--- config.mk ---
export PLATFORM = sky130hd
export DESIGN_NAME = sseg_reader
export DESIGN_NICKNAME = d
export VERILOG_FILES = /design/src/rtl/sseg_reader.sv
export SDC_FILE = /design/constraint.sdc
export NUM_CORES = 1
export LEC_CHECK = 0
export CAP_MARGIN = 5
export CORE_UTILIZATION = 40
export CTS_CLUSTER_DIAMETER = 40
export DETAILED_ROUTE_END_ITERATION = 6
export PLACE_DENSITY = 0.68
export SETUP_SLACK_MARGIN = 0.02
export SYNTH_ARGS = -nofsm -noshare
export SYNTH_HDL_FRONTEND = slang
export SYNTH_SLANG_ARGS = --single-unit
--- constraint.sdc ---
create_clock -name clk -period 3.2 [get_ports clk]
set_clock_uncertainty 0.05 [all_clocks]
set_input_delay 0.32 -clock clk [delete_from_list [all_inputs] [get_ports clk]]
set_output_delay 0.32 -clock clk [all_outputs]
set_load 0.02 [all_outputs]
--- src/rtl/sseg_reader.sv ---
// Recovers a 4-digit hex value by watching a multiplexed, active-low 7-segment bus.
// Each digit must dwell unchanged before it is decoded; num updates once all four are seen.
module sseg_reader #(
  parameter int STABLE_CYCLES = 4
) (
  input  logic        clk,
  input  logic        rst,
  input  logic [0:6]  sseg,
  input  logic [3:0]  an,
  output logic [15:0] num,
  output logic        num_valid,
  output logic        digit_err
);

  localparam logic [3:0] SC = 4'(STABLE_CYCLES);

  logic [3:0]      an_q;
  logic [0:6]      seg_q;
  logic [3:0]      cnt;
  logic [3:0][3:0] shadow;
  logic [3:0]      mask;

  logic       chg, sample, pat_ok, onehot, blank;
  logic [6:0] pat;
  logic [3:0] nib;
  logic [1:0] idx;

  // The counter clears on the same edge the input stage takes a new value, so
  // cnt == SC-1 means the registered value has been present for SC cycles.
  assign chg    = ({an, sseg} != {an_q, seg_q});
  assign sample = (cnt == SC - 4'd1);
  assign pat    = ~seg_q;  // active-high abcdefg, a in bit 6

  always_comb begin
    pat_ok = 1'b1;
    nib    = 4'h0;
    case (pat)
      7'b1111110: nib = 4'h0;
      7'b0110000: nib = 4'h1;
      7'b1101101: nib = 4'h2;
      7'b1111001: nib = 4'h3;
      7'b0110011: nib = 4'h4;
      7'b1011011: nib = 4'h5;
      7'b1011111: nib = 4'h6;
      7'b1110000: nib = 4'h7;
      7'b1111111: nib = 4'h8;
      7'b1111011: nib = 4'h9;
      7'b1110111: nib = 4'hA;
      7'b0011111: nib = 4'hB;
      7'b1001110: nib = 4'hC;
      7'b0111101: nib = 4'hD;
      7'b1001111: nib = 4'hE;
      7'b1000111: nib = 4'hF;
      default:    pat_ok = 1'b0;
    endcase
  end

  always_comb begin
    onehot = 1'b1;
    blank  = 1'b0;
    idx    = 2'd0;
    case (an_q)
      4'b1110: idx = 2'd0;
      4'b1101: idx = 2'd1;
      4'b1011: idx = 2'd2;
      4'b0111: idx = 2'd3;
      4'b1111: begin onehot = 1'b0; blank = 1'b1; end
      default: onehot = 1'b0;
    endcase
  end

  always_ff @(posedge clk) begin
    if (!rst) begin
      an_q      <= '1;
      seg_q     <= '1;
      cnt       <= '0;
      shadow    <= '0;
      mask      <= '0;
      num       <= '0;
      num_valid <= 1'b0;
      digit_err <= 1'b0;
    end else begin
      an_q      <= an;
      seg_q     <= sseg;
      num_valid <= 1'b0;
      digit_err <= 1'b0;
      if (chg)          cnt <= '0;
      else if (cnt != SC) cnt <= cnt + 4'd1;
      if (mask == 4'hF) begin
        num       <= shadow;
        num_valid <= 1'b1;
        mask      <= '0;
      end
      // Samples are at least SC cycles apart, so this never collides with the frame load.
      if (sample) begin
        if (onehot && pat_ok) begin
          shadow[idx] <= nib;
          mask[idx]   <= 1'b1;
        end else if (!blank) begin
          digit_err <= 1'b1;
        end
      end
    end
  end

endmodule

==> results_dict.tcl <==
set metrics [dict create \
    worstPathRequired_ns 3.38 \
    final_max_slew_viol_count 0 \
    crit_path_top_delay_cell "sky130_fd_sc_hd__dfxtp_1" \
    cts_made_buffers 5 \
    cts_tree "yes" \
    mappedNetlistNets 295 \
    largest_net_degree_at_the_start_of_global_routing 33 \
    yosys_most_used_dff "sky130_fd_sc_hd__dfxtp_1" \
    core_region_area_um2 5990 \
    critPathMaxFanout 17 \
    timing.critical_path.from_type "flip-flop" \
    design.final.nets 311 \
    synth_cell_type_count 53 \
    finalCritPeriodShare 0.748 \
    antenna_violations_before_repair 0 \
    fin_crit_ns 2.39 \
    design_power_total_uw 1210 \
    synth_seq_cells 53 \
    postLayoutCellArea_um2 2930 \
    die-width_um 81.4 \
    totalWireLength_mm 4.64 \
    unrepaired_setup_endpoints_after_global_routing "false" \
    critical_path_class "reg -> reg" \
    hold_class "reg -> reg" \
    synthTopCellsByArea "sky130_fd_sc_hd__dfxtp_1, sky130_fd_sc_hd__nand2_1, sky130_fd_sc_hd__mux2i_1" \
    crit_path_max_cell_delay_ns 0.67 \
    clkLatencyLatePin_ns 0.30 \
    antenna_cells_inserted 0 \
    post_dp_cell_area_um2 2820 \
    largest_family_of_logic_cells_by_synthesized_area "simple AND/OR/NAND/NOR gates" \
    synth_xor_xnor_area_share 0.0486 \
    relSlewSlack 0.460 \
    post_synth_instance_area_um2 2520 \
    fin_ws_ns 0.806 \
    highest-signal-layer "met4" \
    ant_nets 0 \
    htree_num_levels 2 \
    critical_path_buf_inv_count 0 \
    synthesis.instances 280 \
    yosys_warnings 0 \
    cp_cell_sequence "nand4bb_1 -> a2111oi_2 -> a211oi_2 -> a311oi_4 -> mux2i_1" \
    floorplan.rows 28 \
    synth.top_cell.area_share 0.420 \
    clkTransAtPathRegs_ns 0.10 \
    post_route_cells_drive_above_1_share 0.0606 \
    synth_enable_flop_cells 0 \
    number_of_global_route_vias_before_repair 1716 \
    synth-async-reset-ratio 0 \
    drc 0 \
    overall_die_area_um2 6630 \
    vdd.ir_drop.worst_mv 0.325 \
    synthSimpleGateAreaFrac 0.248 \
    mostFrequentLayoutCells "sky130_fd_sc_hd__nand2_1, sky130_fd_sc_hd__dfxtp_1, sky130_fd_sc_hd__clkdlybuf4s50_1" \
    report.final.setup_viol 0 \
    post_synth_mux_area_share 0.0674 \
    critical_path.top_delay_family "compound AO/OA/AOI/OAI gates" \
    routed_via_density 5.22 \
    critPathCaptureType "flip-flop" \
    synth-compound-area-share 0.153 \
    status "finished, final reports clean" \
    num_io_pins 31 \
    routedWlPerCell_um 12.5 \
    power.static_leakage_uw 0.000969 \
    grt_pass1_wl_mm 7.77 \
    cts_num_sinks 53 \
    dr_wl_met2_mm 2.12 \
    chipHeight_um 81.4 \
    area_growth_syn_to_layout_pct 16.3 \
    timing_worst_slew_pin_value_ns 0.808 \
    drv.max_cap_violation_count 0 \
    yosys.area.top_type "sky130_fd_sc_hd__dfxtp_1" \
    final-hold-violation-count 0 \
    grt-ovfl-total 0 \
    cts-hold-fix-buffers 0 \
    clock_path_buffers 2 \
    replace_congestion 0.780 \
    final.setup.tns_ns 0 \
    post_dp_hpwl_mm 3.25 \
    clock_root_cell "sky130_fd_sc_hd__clkbuf_8" \
    pwr_density_cell_nw_per_um2 414 \
    dp_worst_setup_slack_ns 0.788 \
    final.fill_count 584 \
    drt_first_iter_violations 87 \
    floorplan.initialDensity 0.421 \
    detail_route.first_pass.iterations 4 \
    timing.hold.ws_ns 0.411 \
    vias 1942 \
    setup_bufs_post_cts 0 \
    max_clock_freq_mhz 418 \
    syn_avg_cell_area_um2 9.01 \
    cts-resized-gates 0 \
    met3WireLength_um 152 \
    timing.critical_path.arrival_ns 2.57 \
    synth.yosys.seq_area_share 0.420 \
    globalRouteTotalUtil 0.152 \
    port_buffers 30 \
    wirelength_met1_mm 2.32 \
    synthAdderAreaFrac 0.0144 \
]
-- routing by layer --
layer / global-route usage / up-vias
met2: 0.253 / 37
met3: 0.0367 / 6
met5: 0 / -
li1: - / 1007
met4: 0.0429 / 0
met1: 0.194 / 892
-- worst register-to-register path, delay by kind of cell, from the launching register on --
| kind | cells | cell delay, ns |
|---|---|---|
| compound gates | 3 | 1.19 |
| flops | 1 | 0.67 |
| mux | 1 | 0.23 |
| simple gates | 1 | 0.18 |
-- registers in the layout, summed over array words and instances (netlist names) --
signal / cells
num: 16
seg_q: 7
cnt: 4
shadow: 16
digit_err: 1
num_valid: 1
mask: 4
an_q: 4
-- cells in the mapped netlist, drive strengths merged (5+ instances only) --
cell    count
dfxtp      53
nand2      53
a21boi     17
mux2i      17
clkbuf     15
nand2b     13
xnor2      13
nor2       10
buf         8
a21oi       6
nand4       6
nand3       5
-- path summary, 6_finish.rpt --
check / from / end / slack, ns / depth (start not counted)
max reg2reg: seg_q[0]$_SDFF_PN1_ / shadow[3]$_SDFFE_PN0P_ / 0.81 / 5
max: seg_q[0]$_SDFF_PN1_ / shadow[3]$_SDFFE_PN0P_ / 0.81 / 5
min reg2reg: shadow[0]$_SDFFE_PN0P_ / num[0]$_SDFFE_PN0P_ / 0.41 / 2
min: shadow[0]$_SDFFE_PN0P_ / num[0]$_SDFFE_PN0P_ / 0.41 / 2
-- through the flow --
stage,utilization,cells
finish,0.490,372
global route,0.490,372
CTS,0.490,372
detailed placement,0.471,364
global placement,0.471,364
floorplan,-,280
-- area by class of cell --
class / instances / area, µm² / share of cell area
clock inverters: 2 / 38.8 / 0.0132
well taps: 75 / 93.8 / 0.0320
multi-input cells: 201 / 1340 / 0.457
clock buffers: 6 / 72.6 / 0.0247
repair buffers: 32 / 315 / 0.107
inverters: 3 / 11.3 / 0.00384
flip-flops and latches: 53 / 1060 / 0.362
-- cells by family after synthesis --
kind of cell	count (synthesis)
and+or+nand+nor	119
DFF	53
AOI/OAI and AO/OA	48
buffers and inverters	26
muxes	17
xor gates and xnor gates	14
adders and majority gates	3
-- power breakdown --
group	internal, µW	total [µW]	switching [µW]	leakage (µW)
logic	43.5	71.3	27.8	0.000484
clock network	235	453	218	0.0000554
registers	666	690	23.7	0.000430
total	945	1210	269	0.000969
(Power assumes the default switching activity.)
